<file path="src/rtl/rv32i_pkg.sv">
// Shared definitions for the RV32I front end.
// Contents:
//   XLEN          - datapath width
//   NOP           - canonical bubble instruction (addi x0, x0, 0)
//   fetch_state_e - fetch FSM state encoding
//   pc_plus4      - 32-bit modulo PC increment used by fetch and IF/ID
package rv32i_pkg;

  localparam int XLEN = 32;

  localparam logic [XLEN-1:0] NOP = 32'h0000_0013;

  typedef enum logic [1:0] {
    ISSUE = 2'd0,  // drive a request for PC_f
    WAIT  = 2'd1,  // one request outstanding
    HOLD  = 2'd2,  // response captured while fetch was stalled
    KILL  = 2'd3   // outstanding request belongs to a redirected-away path
  } fetch_state_e;

  // Wraps naturally: 32'hFFFF_FFFC + 4 = 32'h0000_0000.
  function automatic logic [XLEN-1:0] pc_plus4(input logic [XLEN-1:0] pc);
    return pc + 32'd4;
  endfunction

endpackage

</file>
<file path="src/rtl/fetch_stage_if.sv">
// Instruction-memory request/response bus between the fetch stage and memory.
// Signals:
//   imem_req    - single-cycle request strobe (fetch -> memory)
//   imem_addr   - request address            (fetch -> memory)
//   imem_rvalid - response strobe            (memory -> fetch)
//   imem_rdata  - response instruction       (memory -> fetch)
// Modports: master = fetch side, slave = memory side.
interface fetch_stage_if;
  import rv32i_pkg::*;

  logic            imem_req;
  logic [XLEN-1:0] imem_addr;
  logic            imem_rvalid;
  logic [XLEN-1:0] imem_rdata;

  modport master (
    output imem_req,
    output imem_addr,
    input  imem_rvalid,
    input  imem_rdata
  );

  modport slave (
    input  imem_req,
    input  imem_addr,
    output imem_rvalid,
    output imem_rdata
  );

endinterface

</file>
<file path="src/rtl/if_id_reg.sv">
// IF/ID pipeline register.
// Priority: flush > stall > load; with none of them the register takes a bubble.
// Ports:
//   clk, rst           - clock and synchronous active-high reset
//   stall, flush       - hazard-unit hold / bubble controls
//   load               - a fetch completes this cycle
//   instr, pc          - the completing fetch
//   instr_d, pc_d, pcplus4_d, valid_d - register contents
module if_id_reg
  import rv32i_pkg::*;
(
  input  logic            clk,
  input  logic            rst,
  input  logic            stall,
  input  logic            flush,
  input  logic            load,
  input  logic [XLEN-1:0] instr,
  input  logic [XLEN-1:0] pc,
  output logic [XLEN-1:0] instr_d,
  output logic [XLEN-1:0] pc_d,
  output logic [XLEN-1:0] pcplus4_d,
  output logic            valid_d
);

  always_ff @(posedge clk) begin
    if (rst) begin
      instr_d   <= NOP;
      pc_d      <= '0;
      pcplus4_d <= '0;
      valid_d   <= 1'b0;
    end else if (flush) begin
      // PC fields are left alone: they are meaningless while valid_d is low.
      instr_d <= NOP;
      valid_d <= 1'b0;
    end else if (stall) begin
      instr_d   <= instr_d;
      pc_d      <= pc_d;
      pcplus4_d <= pcplus4_d;
      valid_d   <= valid_d;
    end else if (load) begin
      instr_d   <= instr;
      pc_d      <= pc;
      pcplus4_d <= pc_plus4(pc);
      valid_d   <= 1'b1;
    end else begin
      instr_d <= NOP;
      valid_d <= 1'b0;
    end
  end

endmodule

</file>
<file path="src/rtl/fetch_stage.sv">
// Instruction fetch stage with a single-outstanding-request memory port.
// Ports:
//   clk, rst     - clock and synchronous active-high reset
//   Stall_f      - hold the fetch PC (responses are parked in the hold buffer)
//   Stall_d      - hold the IF/ID register
//   Flush_d      - bubble into the IF/ID register
//   PCSrc_e      - redirect from execute, target on PCTarget_e
//   imem         - instruction memory bus (master side)
//   Instr_d, PC_d, PCPlus4_d, Valid_d - IF/ID register contents
// The hazard unit is expected to raise Stall_f whenever it raises Stall_d,
// otherwise a fetch completing under Stall_d alone would be lost.
module fetch_stage
  import rv32i_pkg::*;
#(
  parameter logic [XLEN-1:0] RESET_PC = 32'h0000_0000
) (
  input  logic             clk,
  input  logic             rst,
  input  logic             Stall_f,
  input  logic             Stall_d,
  input  logic             Flush_d,
  input  logic             PCSrc_e,
  input  logic [XLEN-1:0]  PCTarget_e,
  fetch_stage_if.master    imem,
  output logic [XLEN-1:0]  Instr_d,
  output logic [XLEN-1:0]  PC_d,
  output logic [XLEN-1:0]  PCPlus4_d,
  output logic             Valid_d
);

  fetch_state_e    state_reg;
  logic [XLEN-1:0] pc_f_reg;
  logic [XLEN-1:0] hold_reg;

  logic [XLEN-1:0] pc_f_plus4;
  logic            req;
  logic [XLEN-1:0] addr;
  logic            fetch_done;
  logic [XLEN-1:0] fetch_instr;

  assign pc_f_plus4 = pc_plus4(pc_f_reg);

  // Request and completion depend on this cycle's response and redirect so
  // that a 1-cycle memory sustains one instruction per cycle.
  always_comb begin
    req         = 1'b0;
    addr        = pc_f_reg;
    fetch_done  = 1'b0;
    fetch_instr = imem.imem_rdata;
    if (!rst) begin
      case (state_reg)
        ISSUE: begin
          // Any response seen here belongs to an abandoned request.
          req = ~PCSrc_e;
        end
        WAIT: begin
          if (imem.imem_rvalid && !PCSrc_e && !Stall_f) begin
            fetch_done = 1'b1;
            req        = 1'b1;
            addr       = pc_f_plus4;
          end
        end
        HOLD: begin
          if (!PCSrc_e && !Stall_f) begin
            fetch_done  = 1'b1;
            fetch_instr = hold_reg;
          end
        end
        default: begin
        end
      endcase
    end
  end

  assign imem.imem_req  = req;
  assign imem.imem_addr = addr;

  always_ff @(posedge clk) begin
    if (rst) begin
      state_reg <= ISSUE;
      pc_f_reg  <= RESET_PC;
      hold_reg  <= '0;
    end else begin
      case (state_reg)
        ISSUE: begin
          if (PCSrc_e) begin
            pc_f_reg <= PCTarget_e;
          end else begin
            state_reg <= WAIT;
          end
        end
        WAIT: begin
          if (PCSrc_e) begin
            pc_f_reg <= PCTarget_e;
            // Without the response yet, it must be swallowed when it arrives.
            state_reg <= imem.imem_rvalid ? ISSUE : KILL;
          end else if (imem.imem_rvalid) begin
            if (Stall_f) begin
              hold_reg  <= imem.imem_rdata;
              state_reg <= HOLD;
            end else begin
              pc_f_reg <= pc_f_plus4;
            end
          end
        end
        HOLD: begin
          if (PCSrc_e) begin
            pc_f_reg  <= PCTarget_e;
            hold_reg  <= '0;
            state_reg <= ISSUE;
          end else if (!Stall_f) begin
            pc_f_reg  <= pc_f_plus4;
            state_reg <= ISSUE;
          end
        end
        KILL: begin
          if (PCSrc_e) begin
            pc_f_reg <= PCTarget_e;
          end
          if (imem.imem_rvalid) begin
            state_reg <= ISSUE;
          end
        end
        default: begin
          state_reg <= ISSUE;
        end
      endcase
    end
  end

  if_id_reg u_if_id (
    .clk       (clk),
    .rst       (rst),
    .stall     (Stall_d),
    .flush     (Flush_d),
    .load      (fetch_done),
    .instr     (fetch_instr),
    .pc        (pc_f_reg),
    .instr_d   (Instr_d),
    .pc_d      (PC_d),
    .pcplus4_d (PCPlus4_d),
    .valid_d   (Valid_d)
  );

endmodule

</file>
<file path="src/flat_wrapper.sv">
// flat-port wrapper written by rule: the top's interface ports become plain ports
module fetch_stage_flat import rv32i_pkg::*;
#(
  parameter logic [XLEN-1:0] RESET_PC = 32'h0000_0000
)
  (clk, rst, Stall_f, Stall_d, Flush_d, PCSrc_e, PCTarget_e, Instr_d, PC_d, PCPlus4_d, Valid_d, imem_imem_req, imem_imem_addr, imem_imem_rvalid, imem_imem_rdata);
  fetch_stage_if imem_i ();
  input  logic clk;
  input  logic rst;
  input  logic Stall_f;
  input  logic Stall_d;
  input  logic Flush_d;
  input  logic PCSrc_e;
  input  logic [XLEN-1:0] PCTarget_e;
  output logic [XLEN-1:0] Instr_d;
  output logic [XLEN-1:0] PC_d;
  output logic [XLEN-1:0] PCPlus4_d;
  output logic Valid_d;
  output wire logic [$bits(imem_i.imem_req)-1:0] imem_imem_req;
  output wire logic [$bits(imem_i.imem_addr)-1:0] imem_imem_addr;
  input wire logic [$bits(imem_i.imem_rvalid)-1:0] imem_imem_rvalid;
  input wire logic [$bits(imem_i.imem_rdata)-1:0] imem_imem_rdata;
  assign imem_imem_req = imem_i.imem_req;
  assign imem_imem_addr = imem_i.imem_addr;
  assign imem_i.imem_rvalid = imem_imem_rvalid;
  assign imem_i.imem_rdata = imem_imem_rdata;
  fetch_stage #(.RESET_PC(RESET_PC)) u_core (.clk(clk), .rst(rst), .Stall_f(Stall_f), .Stall_d(Stall_d), .Flush_d(Flush_d), .PCSrc_e(PCSrc_e), .PCTarget_e(PCTarget_e), .imem(imem_i), .Instr_d(Instr_d), .PC_d(PC_d), .PCPlus4_d(PCPlus4_d), .Valid_d(Valid_d));
endmodule
</file>
<file path="config.mk">
export PLATFORM = sky130hd
export DESIGN_NAME = fetch_stage_flat
export DESIGN_NICKNAME = d
export VERILOG_FILES = /design/src/rtl/rv32i_pkg.sv /design/src/rtl/fetch_stage_if.sv /design/src/rtl/if_id_reg.sv /design/src/rtl/fetch_stage.sv /design/src/flat_wrapper.sv
export SDC_FILE = /design/constraint.sdc
export NUM_CORES = 1
export LEC_CHECK = 0
export BUFFER_PORTS_ARGS = -buffer_cell sky130_fd_sc_hd__buf_2
export CAP_MARGIN = 20
export CORE_MARGIN = 2
export CORE_UTILIZATION = 30
export CTS_CLUSTER_DIAMETER = 40
export DETAILED_ROUTE_END_ITERATION = 10
export HOLD_SLACK_MARGIN = 0.08
export PLACE_DENSITY = 0.49
export SLEW_MARGIN = 40
export SYNTH_ARGS = -nofsm -noshare
export SYNTH_HDL_FRONTEND = slang
export SYNTH_SLANG_ARGS = --single-unit
</file>
<file path="constraint.sdc">
create_clock -name clk -period 3.3 [get_ports clk]
set_clock_uncertainty 0.15 [all_clocks]
set_input_delay 0.165 -clock clk [delete_from_list [all_inputs] [get_ports clk]]
set_output_delay 0.165 -clock clk [all_outputs]
set_load 0.01 [all_outputs]
</file>
## Word-level counts from Yosys, hierarchy flattened

Index checks and enable logic that the tools add are counted.

- Flip-flop bits (word level): 163
- Bits in latches: 0
- Memory bits (writable): 0
- Memory bits (read-only): 0
- Bits of input ports: 71
- Output and inout port bits: 130
- Word-level logic and storage cells: 70
- Memories: 0

- Add/subtract/negate cells: 1
- Multipliers: 0
- Divide/modulo/power cells: 0
- $lt $le $gt $ge: 0
- Eq/ne operators: 13
- Shifts and indexed selects: 0
- Muxes and demuxes: 33
- Bitwise logic cells: 3
- Reduce and logical (&&, ||, !) cells: 13

Operators by type and width:

| operator | count |
|---|---|
| two-way mux 32 bit | 15 |
| one-hot mux 32 bit (3 select lines) | 1 |
| one-hot mux 32 bit (2 select lines) | 1 |
| adder 32 x 3 -> 32 bit, second input constant | 1 |
| two-way mux 2 bit | 8 |
| inequality test 2 bit, second input constant | 6 |
| AND reduction 5 bit | 2 |
| inequality test 3 bit, second input constant | 3 |
| one-hot mux 2 bit (4 select lines) | 1 |
| two-way mux 1 bit | 5 |
| equality test 2 bit, second input constant | 2 |
| one-hot mux 1 bit (2 select lines) | 2 |
| OR reduction 2 bit | 2 |
| logical AND 1 bit | 3 |
| NOT 1 bit | 3 |
| AND reduction 3 bit | 1 |
| equality test 2 x 1 -> 1 bit, second input constant | 1 |
| logical NOT 1 bit | 2 |
| logical NOT 2 bit | 1 |
| inequality test 2 x 1 -> 1 bit, second input constant | 1 |
| AND reduction 2 bit | 1 |
| nonzero test 2 bit | 1 |

## Depth between registers and ports, before layout

Gate-level depths: netlist of run 1.

- Depth in word-level cells: 7
- Gate-level depth with buffers: 9
- Depth with buffers taken out: 7

## Modules after synthesis

From an unflattened synthesis of run 1, not the netlist that was laid out.

- Cells, all modules: 991
- Area total of the unflattened synthesis: 8130.3 µm²

Modules (own cells, without submodules):

| module | times used | cells an instance | area each (µm²) | seq. area each (µm²) |
|---|---|---|---|---|
| fetch_stage | 1 | 537 | 4262.8 | 1321.3 |
| if_id_reg | 1 | 454 | 3867.5 | 1901.8 |

## Worst setup path after synthesis of run 1

Ideal clock, no wire load.

- Path kind: reg-to-reg
- Start point: register u_core.state_reg[1]
- End point: register u_core.u_if_id.pc_d[10]
- Setup time: 0.132 ns
- Data arrival time: 2.069 ns
- Data required time: 3.018 ns
- Slack: 0.949 ns
- Stages on the path, launching flop included: 10
- Path buffers: 2
- Period minus slack after synthesis: 2.351 ns
- Path through: dfxtp_1 inv_1 ha_1 nand2b_1 or4_1 or2_2 clkbuf_1 clkbuf_1 nand2_1 a21oi_1

- Word-level cells in the longest chain between the ends: 4
- Elaborated cells on any way between the ends: 5
- Those cells by class: eq/ne (2); mux (2); reduce/logical (1)

Ends and longest elaborated chain:

| what | RTL line | source |
|---|---|---|
| start: declaration | fetch_stage.sv:31 | `fetch_state_e state_reg;` |
| start signal: assignment | fetch_stage.sv:96 | `state_reg <= imem.imem_rvalid ? ISSUE : KILL;` |
| equality test 2 bit or equality test 2 x 1 -> 1 bit (tied branches) | fetch_stage.sv:51 | `case (state_reg)` |
| one-hot mux 1 bit (2 select lines) (*) | fetch_stage.sv:51 |  |
| two-way mux 1 bit (*) | fetch_stage.sv:50 | `if (!rst) begin` |
| AND reduction 3 bit (no source line) (*) | - |  |
| end signal: assignment | if_id_reg.sv:37 | `pc_d <= pc_d;` |
| end signal: assignment | if_id_reg.sv:42 | `pc_d <= pc;` |
| end: declaration | if_id_reg.sv:20 | `output logic [XLEN-1:0] pc_d,` |

Every way passes the cells marked *; elsewhere a longest branch is shown, timed or not.
A chain may end at the register's enable or synchronous reset.

## Final worst setup path of run 1

- Start point: register u_core.state_reg[1]
- End point: output port imem_imem_addr[29]

- Word-level cells in the longest chain between the ends: 3

Ends and longest elaborated chain:

| what | RTL line | source |
|---|---|---|
| equality test 2 x 1 -> 1 bit | fetch_stage.sv:51 |  |
| two-way mux 32 bit | fetch_stage.sv:51 |  |
| two-way mux 32 bit | fetch_stage.sv:50 |  |
| end: declaration | flat_wrapper.sv:20 | `output wire logic [$bits(imem_i.imem_addr)-1:0] imem_imem_addr;` |

No other way between the ends.

==> results of run 1 <==
## power groups by stage
stage	Sequential, mW	Combinational (mW)	Clock (mW)
after floorplan	2.05	0.400	0
after global placement	2.12	0.549	0
after detailed placement	2.12	0.552	0
after CTS	2.08	0.618	2.04
after global routing	2.09	0.680	2.13
final	2.08	0.616	1.99
## cell families after synthesis
family	after synthesis	synth area share, %
fa+ha+maj	6	0.968
mux	37	4.83
xor+xnor	58	6.55
compound gates	238	20.2
flops	161	41.6
buf+inv	109	5.97
simple gates	330	19.9
## path summary, 6_finish.rpt
path	start	depth (start not counted)	end
max	u_core.state_reg[1]	8	imem_imem_addr[29]
min	Stall_d	5	u_core.u_if_id.pcplus4_d[31]
max reg2reg	u_core.state_reg[1]	9	u_core.u_if_id.instr_d[1]
min reg2reg	u_core.u_if_id.pc_d[10]	2	u_core.u_if_id.pc_d[10]
## per-layer routing
metal | track usage [%] | wire length [um] | up-vias
met5 | 0 | 27 | -
met4 | 5.10 | 329 | 4
met2 | 30.5 | 12200 | 224
li1 | - | - | 3733
met1 | 25.8 | 11800 | 3557
met3 | 5.47 | 1870 | 24
## area by class of cell
class | instances | share of cell area, %
Multi-Input combinational cell | 669 | 39.9
Sequential cell | 161 | 31.2
Timing Repair Buffer | 301 | 18.8
Clock buffer | 17 | 4.12
Tap cell | 330 | 4.00
Clock inverter | 15 | 1.55
Inverter | 10 | 0.364
## synth_stat cells (all sizes together) (2+ instances only)
cell	number	area, um2
a211oi	14	105
a21o	2	15.0
a21oi	70	350
a22o	2	17.5
a22oi	39	293
a2bb2oi	31	272
a311oi	3	26.3
a31oi	10	62.6
a32o	5	50.1
and2	5	31.3
and3	8	50.1
and4	2	17.5
buf	28	158
clkbuf	71	268
dfxtp	161	3220
ha	6	75.1
inv	9	33.8
mux2	3	33.8
mux2i	34	340
nand2	115	432
nand2b	4	25.0
nand3	13	65.1
nand3b	2	15.0
nand4	18	164
nor2	120	450
nor2b	3	18.8
nor3	11	55.1
nor4	12	90.1
o21ai	39	195
o22ai	4	25.0
o311ai	5	43.8
o31ai	6	45.0
o41ai	4	35.0
or2	4	25.0
or3	6	42.5
or4	5	41.3
xnor2	23	201
xor2	35	307
## through the flow
stage / hold slack, ns / instance area, um2 / power [mW] / util (%) / std cells
after global placement: 0.257 / 9010 / 2.67 / 35.7 / 1399
after CTS: 0.130 / 10300 / 4.73 / 40.8 / 1503
after global routing: 0.167 / 10300 / 4.89 / 40.9 / 1503
after detailed placement: 0.260 / 9010 / 2.67 / 35.7 / 1399
final: 0.159 / 10300 / 4.69 / 40.9 / 1503
after floorplan: 0.124 / 7750 / 2.45 / - / 939
## critical path, stage by stage (launching register included)
cell,delay (ns)
dfxtp_1,0.34
inv_1,0.10
ha_1,0.25
nand2_1,0.14
or4_4,0.55
nor2_1,0.29
nand4_1,0.15
xnor2_1,0.24
buf_2,0.18
## layout by cell type (no fill, tap or decap), types with 4 or more instances in the layout
cell / n
nand2_1: 115
dlygate4sd3_1: 72
nor4_1: 8
inv_1: 8
dfxtp_1: 161
xor2_1: 35
o41ai_1: 4
a32o_1: 5
a22oi_1: 39
clkbuf_16: 17
and2_1: 5
a2bb2oi_1: 31
o311ai_0: 5
o31ai_1: 5
or2_2: 4
nand4_1: 14
nand2b_1: 4
inv_8: 7
a21oi_1: 70
nor2_1: 119
and3_1: 7
nand3_1: 13
o22ai_1: 4
a31oi_1: 9
nor3_1: 11
buf_2: 199
mux2i_1: 34
or3_1: 5
o21ai_0: 39
ha_1: 6
xnor2_1: 23
a211oi_1: 14
buf_4: 30
## timing repair
action	CTS	global route
hold buffers	72	0
hold endpoints to repair	100	0
gates resized for setup	0	1
endpoints found under the setup margin	0	6
==> flow_metrics.tcl, run 1 <==
set metrics [dict create \
    cap_viol_max_count 0 \
    placementRows 58 \
    clk_latency_ns 0.43 \
    power.leakage_nw 4.22 \
    seq_area_mm2 0.00322 \
    r2r_slack_ns 0.33 \
    powerDensity_mw_per_mm2 454 \
    cts_tree "done" \
    critPathArrivalTime_ns 2.67 \
    nFillCells 2694 \
    viasPerCell 5.02 \
    maxSlewHeadroom_pct 45.7 \
    grt_usage_pct 19.3 \
    syn_to_final_growth_pct 33.1 \
    min_period_over_period_pct 90.5 \
    vias 7542 \
    combPwrFrac_pct 13.2 \
    p_seq_share_pct 44.3 \
    p_sw_share_pct 30.0 \
    syn_area_mm2 0.00775 \
    layout_setup_ws_ns 0.312 \
    syn-num-nets 1016 \
    synthCells 939 \
    max_freq_mhz 335 \
    worst_slew_pin_slew_ns 0.814 \
    cts_max_level 4 \
    status "finished clean" \
    synthArstFlopShare_pct 0 \
    drt_iter0_drc 444 \
    period_minus_slack_ns 2.99 \
    die_area_mm2 0.0271 \
    yosys_warnings 0 \
    setup_tns_ns 0 \
    cp_max_fo 10 \
    start_kind "register" \
    synth_edf_count 0 \
    multiInputGateArea_mm2 0.00412 \
    synth_ff_type "dfxtp_1" \
    max-vdd-ir-drop_mv 0.335 \
    drive_gt1_share_pct 24.3 \
    rsz0062_at_grt "false" \
    drc 0 \
    clock_sinks 161 \
    synth_cell_types 54 \
    slew_viol_final 0 \
    drt_first_pass_iters 5 \
    hpwlAfterDp_um 17800 \
    clock_path_buffers 2 \
    cellInternalPower_mw 3.28 \
    hold_viol 0 \
    numPortBuffers 200 \
    place.gp.congestion 0.804 \
    hold_path_class "input pin to register" \
    antenna_found_initial 2 \
    grt_first_pass_wirelength_um 40700 \
    clkTransAtPathRegs_ns 0.07 \
    ant_nets 0 \
    setup_viol 0 \
    die_h_um 165 \
    pwr-share-clk_pct 42.5 \
    switching_power_mw 1.41 \
    cts_setup_buffers 0 \
    ys_seq_elements 161 \
    io_pins 201 \
    design.core.area_mm2 0.0253 \
    grt-ovfl-total 0 \
    grt_pass1_vias 7190 \
    wire_per_inst_um 17.4 \
    root_buffer "clkbuf_16" \
    nets 1237 \
    path_class "register to output pin" \
    wl_um 26200 \
    postSynthAreaPerCell_um2 8.26 \
    cts_buffers 17 \
    critPathCaptureType "output pin" \
    grt_max_degree 69 \
    seq_area_frac_synth_pct 41.6 \
    die-width_um 165 \
    worstPathRequired_ns 2.98 \
    pre_cts_slack_ns 0.581 \
    diodes 0 \
    start_util_pct 30.7 \
]
Power figures use the tool's default switching activity.
==> run 2, diff against run 1 <==
--- a/config.mk
+++ b/config.mk
@@ -9,7 +9,7 @@
 export CAP_MARGIN = 20
 export CORE_MARGIN = 2
 export CORE_UTILIZATION = 30
-export CTS_CLUSTER_DIAMETER = 40
+export CTS_CLUSTER_DIAMETER = 60
 export DETAILED_ROUTE_END_ITERATION = 10
 export HOLD_SLACK_MARGIN = 0.08
 export PLACE_DENSITY = 0.49
==> constraint.sdc (replaced) <==
create_clock -name clk -period 3.3 [get_ports clk]
set_clock_uncertainty 0.15 [all_clocks]
set_input_delay 0.33 -clock clk [delete_from_list [all_inputs] [get_ports clk]]
set_output_delay 0.33 -clock clk [all_outputs]
set_load 0.01 [all_outputs]
==> run 2 against run 1 <==
Worst hold slack got worse by 0.056 ns. Core utilization fell by 1.1 points. Sequential share of layout area rose by 0.83 points. Flip-flop and latch count did not move. First-iteration DRC count rose by 27%.
==> flow_metrics.tcl, run 2 (synthesized netlist as in run 1, its figures left out) <==
set metrics [dict create \
    nets 1210 \
    drt_first_pass_iters 5 \
    start_kind "register" \
    die-width_um 165 \
    design.core.area_mm2 0.0253 \
    wire_per_inst_um 17.7 \
    syn_to_final_growth_pct 29.7 \
    cp_max_fo 9 \
    seq_area_mm2 0.00322 \
    max-vdd-ir-drop_mv 0.277 \
    total_power_mw 4.66 \
    clock_path_buffers 2 \
    hold_depth 3 \
    numPortBuffers 200 \
    cts_tree "done" \
    grt_pass1_vias 7048 \
    hold_end "u_core.pc_f_reg[20]" \
    holdWs_ns 0.103 \
    r2r_slack_ns 0.66 \
    min_period_over_period_pct 94.7 \
    clk_latency_ns 0.44 \
    io_pins 201 \
    grt_usage_pct 18.9 \
    layout_common_cells "199 x buf_2, 161 x dfxtp_1, 119 x nor2_1" \
    slew_viol_final 0 \
    start_util_pct 30.7 \
    path_cells "ha_1, nand3_2, nor4_4, buf_4, nand4_4, nor3_1, xor2_1, buf_2" \
    hp-start "PCTarget_e[20]" \
    clock_sinks 161 \
    setup_tns_ns 0 \
    rsz0062_at_grt "false" \
    powerDensity_mw_per_mm2 464 \
    hold_viol 0 \
    crit_path_max_incr_delay_ns 0.46 \
    drc 0 \
    grt-ovfl-total 0 \
    period_minus_slack_ns 3.13 \
    placementRows 58 \
    cap_viol_max_count 0 \
    reg2reg_depth 8 \
    worst-path-buf-inv 2 \
    final_area_mm2 0.0101 \
    root_buffer "clkbuf_16" \
    status "finished clean" \
    layout_setup_ws_ns 0.174 \
    worst_slew_pin_slew_ns 0.764 \
    nFillCells 2673 \
    hpwlAfterDp_um 17500 \
    grt_max_degree 68 \
    max_freq_mhz 320 \
    viasPerCell 5.03 \
    placed_area_mm2 0.00900 \
    setup_viol 0 \
    wl_um 26100 \
    reg2reg_to "u_core.u_if_id.pcplus4_d[18]" \
    pre_cts_slack_ns 0.479 \
    multiInputGateArea_mm2 0.00413 \
    ant_nets 0 \
    final_common_cell "buf_2" \
    die_h_um 165 \
    cts_max_level 4 \
    cts_buffers 17 \
    reg2reg_from "u_core.state_reg[1]" \
    vias 7423 \
    maxSlewHeadroom_pct 49.1 \
    clkTransAtPathRegs_ns 0.07 \
    antenna_found_initial 3 \
    critPathCaptureType "output pin" \
    place.gp.congestion 0.816 \
    critPathArrivalTime_ns 2.65 \
    slowest_stage "dfxtp_1" \
    power.leakage_nw 4.09 \
    die_area_mm2 0.0271 \
    drive_gt1_share_pct 25.0 \
    hold_path_class "input pin to register" \
    path_class "register to output pin" \
    drt_iter0_drc 563 \
    grt_first_pass_wirelength_um 39700 \
    path_delay_family "simple AND/OR/NAND/NOR gates" \
    worstPathRequired_ns 2.82 \
]
==> run 2: cell types whose count changed in the layout (fill, tap and decap cells not counted), sizes merged <==
cell / change
bufinv: +1
clkbuf: +1
clkinvlp: +1
diode: +1
dlygate4sd3: -27
inv: -3
==> run 2: layer usage <==
| metal | vias to the layer above | wire length [um] | part of all wire, % | track usage [%] |
|---|---|---|---|---|
| met4 | 4 | 334 | 1.3 | 5.53 |
| met3 | 26 | 1860 | 7.1 | 5.45 |
| li1 | 3684 | - | - | - |
| met2 | 212 | 12000 | 46 | 30.2 |
| met5 | - | 27 | 0.10 | 0 |
| met1 | 3497 | 11900 | 46 | 24.9 |
==> run 2: power by group <==
part           switching, mW  internal [mW]
registers             0.0794           1.99
clock network          0.924           1.07
logic                  0.352          0.253
total                   1.35           3.31
==> run 2: worst max-delay path by stage <==
stage	from	end	slack (ns)	cells after the start
after detailed placement	u_core.pc_f_reg[3]	imem_imem_addr[30]	0.48	7
after global routing	u_core.pc_f_reg[8]	imem_imem_addr[21]	0.01	7
after floorplan	u_core.state_reg[1]	imem_imem_addr[12]	0.89	7
after CTS	u_core.pc_f_reg[3]	imem_imem_addr[30]	0.06	7
after global placement	u_core.pc_f_reg[3]	imem_imem_addr[30]	0.55	7
final	u_core.pc_f_reg[3]	imem_imem_addr[30]	0.17	8
==> run 2: area by class of cell <==
cell class | count | share of cell area (%)
repair buffers | 274 | 16.7
diodes | 1 | 0.0249
well taps | 330 | 4.11
clock buffers | 18 | 4.27
clock inverters | 14 | 1.46
multi-input cells | 669 | 41.0
flip-flops and latches | 161 | 32.1
inverters | 10 | 0.373
==> run 2: metrics by stage <==
stage	instances	util [%]
after floorplan	939	-
after global placement	1398	35.6
after detailed placement	1398	35.6
after CTS	1475	39.7
after global routing	1476	39.8
final	1477	39.8
==> run 2: repair_timing <==
| action | in CTS | in global routing |
|---|---|---|
| hold buffers | 45 | 0 |
| setup buffers | 0 | 1 |
| endpoints found under the hold margin | 47 | 0 |
| endpoints found under the setup margin | 1 | 9 |
| resized for setup | 0 | 4 |
| pin swaps | 1 | 1 |
==> run 2: worst reg2reg max path: cells and delay by family, from the launching register on <==
family          cells  cell delay (ns)
compound gates      1             0.20
simple gates        4             0.91
buf+inv             2             0.53
flops               1             0.38
fa+ha+maj           1             0.39
==> run 3, diff against run 2 <==
--- a/config.mk
+++ b/config.mk
@@ -13,6 +13,7 @@
 export DETAILED_ROUTE_END_ITERATION = 10
 export HOLD_SLACK_MARGIN = 0.08
 export PLACE_DENSITY = 0.49
+export RECOVER_POWER = 25
 export SLEW_MARGIN = 40
 export SYNTH_ARGS = -nofsm -noshare
 export SYNTH_HDL_FRONTEND = slang
==> run 3 against run 2 <==
Cell area is 0.93% lower. Sequential share of layout area increased by 0.30 points. Global-route usage did not move. Non-clock buffer count unchanged. Via count fell by 0.32%. Combinational power hardly changed. Cell count unchanged. Register-to-register slack is essentially flat. Clock-buffer cell count is the same. First-iteration DRC count decreased by 5.0%. Core utilization shrank 0.37 points. Clock power barely moved.
==> flow_metrics.tcl, run 3 (synthesized netlist as in run 1, its figures left out) <==
set metrics [dict create \
    start_util_pct 30.7 \
    cp_max_fo 9 \
    placementRows 58 \
    grt_usage_pct 18.9 \
    p_sw_share_pct 29.0 \
    grt_max_degree 68 \
    clkTransAtPathRegs_ns 0.07 \
    start_kind "register" \
    p_seq_share_pct 44.4 \
    busiest_layer "met2" \
    max_freq_mhz 321 \
    wl_um 26200 \
    power.leakage_nw 3.78 \
    worst-path-buf-inv 2 \
    nFillCells 2706 \
    drc 0 \
    hold_viol 0 \
    wire_per_inst_um 17.7 \
    crit_path_max_incr_delay_ns 0.46 \
    vias 7399 \
    grt_first_pass_wirelength_um 39700 \
    switching_power_mw 1.35 \
    cts_tree "done" \
    min_period_over_period_pct 94.3 \
    powerDensity_mw_per_mm2 468 \
    cts_max_level 4 \
    hold_path_class "input pin to register" \
    antenna_found_initial 3 \
    design.core.area_mm2 0.0253 \
    critPathCaptureType "output pin" \
    worstPathRequired_ns 2.82 \
    drive_gt1_share_pct 18.8 \
    grtUsageMet3_pct 5.45 \
    layout_setup_ws_ns 0.188 \
    final_util_pct 39.4 \
    syn_to_final_growth_pct 28.5 \
    drt_iter0_drc 535 \
    cts_buffers 17 \
    max-vdd-ir-drop_mv 0.277 \
    status "finished clean" \
    drt_first_pass_iters 5 \
    die_h_um 165 \
    io_pins 201 \
    clock_path_buffers 2 \
    pre_cts_slack_ns 0.479 \
    worst_slew_pin_slew_ns 1.48 \
    rsz0062_at_grt "false" \
    setup_viol 0 \
    period_minus_slack_ns 3.11 \
    critPathArrivalTime_ns 2.63 \
    grt_pass1_vias 7048 \
    slowest_stage "dfxtp_1" \
    path_delay_family "simple AND/OR/NAND/NOR gates" \
    maxSlewHeadroom_pct 1.25 \
    holdWs_ns 0.103 \
    ant_nets 0 \
    path_cells "ha_1, nand3_2, nor4_4, buf_4, nand4_4, nor3_1, xor2_1, buf_2" \
    final_common_cell "dfxtp_1" \
    nets 1210 \
    viasPerCell 5.01 \
    numPortBuffers 200 \
    root_buffer "clkbuf_16" \
    grt-ovfl-total 0 \
    slew_viol_final 0 \
    clock_sinks 161 \
    die_area_mm2 0.0271 \
    cellInternalPower_mw 3.31 \
    pwr-share-clk_pct 42.7 \
    path_class "register to output pin" \
    die-width_um 165 \
    cap_viol_max_count 0 \
    met1_usage_pct 24.9 \
    combPwrFrac_pct 12.9 \
    clk_latency_ns 0.43 \
    setup_tns_ns 0 \
    place.gp.congestion 0.816 \
    layout_common_cells "161 x dfxtp_1, 129 x buf_2, 119 x nor2_1" \
    hpwlAfterDp_um 17500 \
    use_met2_pct 30.2 \
]
[run 3: cell count changes in the layout (fill, tap and decap cells not counted)]
cell | previous run | this run
clkbuf_2 | 0 | 1
clkbuf_1 | 1 | 72
buf_4 | 29 | 27
buf_2 | 199 | 129
[run 3: worst min-delay path, delay by kind of cell]
family                 cells  cell delay, ns
buffers and inverters      1            0.09
AO/OA/AOI/OAI              2            0.23
[run 3: stage by stage]
stage / cell area (um2) / total power [mW] / instances
finish: 9960 / 4.66 / 1477
global route: 9960 / 4.85 / 1476
CTS: 10000 / 4.71 / 1475
detailed placement: 9000 / 2.67 / 1398
global placement: 9000 / 2.67 / 1398
floorplan: 7750 / 2.45 / 939
[run 3: cell type report]
type / count / area (um2) / share of cell area [%]
Timing Repair Buffer: 274 / 1580 / 15.9
Antenna cell: 1 / 2.50 / 0.0251
Inverter: 10 / 37.5 / 0.377
Clock buffer: 18 / 429 / 4.31
Clock inverter: 14 / 146 / 1.47
Tap cell: 330 / 413 / 4.15
Multi-Input combinational cell: 669 / 4130 / 41.4
Sequential cell: 161 / 3220 / 32.4
[run 3: power groups by stage]
stage / Clock [mW] / Combinational (mW) / Sequential (mW)
after floorplan: 0 / 0.400 / 2.05
after global placement: 0 / 0.560 / 2.11
after detailed placement: 0 / 0.561 / 2.11
after CTS: 2.04 / 0.604 / 2.07
after global routing: 2.12 / 0.660 / 2.08
final: 1.99 / 0.603 / 2.07
[run 3: path summary, 6_finish.rpt]
check | from | depth (start not counted) | slack, ns | endpoint
worst max-delay path | u_core.pc_f_reg[3] | 8 | 0.19 | imem_imem_addr[30]
worst min-delay path | PCTarget_e[20] | 3 | 0.10 | u_core.pc_f_reg[20]
worst max register to register | u_core.state_reg[1] | 8 | 0.65 | u_core.u_if_id.pcplus4_d[18]
worst min register to register | u_core.u_if_id.pc_d[8] | 2 | 0.30 | u_core.u_if_id.pc_d[8]
[run 3: metal layers]
layer	wire [um]	vias up	part of all wire (%)
li1	-	3686	-
met1	12000	3486	46
met2	12000	200	46
met3	1790	23	6.8
met4	329	4	1.3
met5	27	-	0.10
[run 3: what timing repair did]
action                                  4_1_cts  5_1_grt
resized for setup                             0        4
pin swaps                                     1        1
hold buffers                                 45        0
endpoints found under the setup margin        1        9
setup buffers                                 0        1
endpoints found under the hold margin        47        0
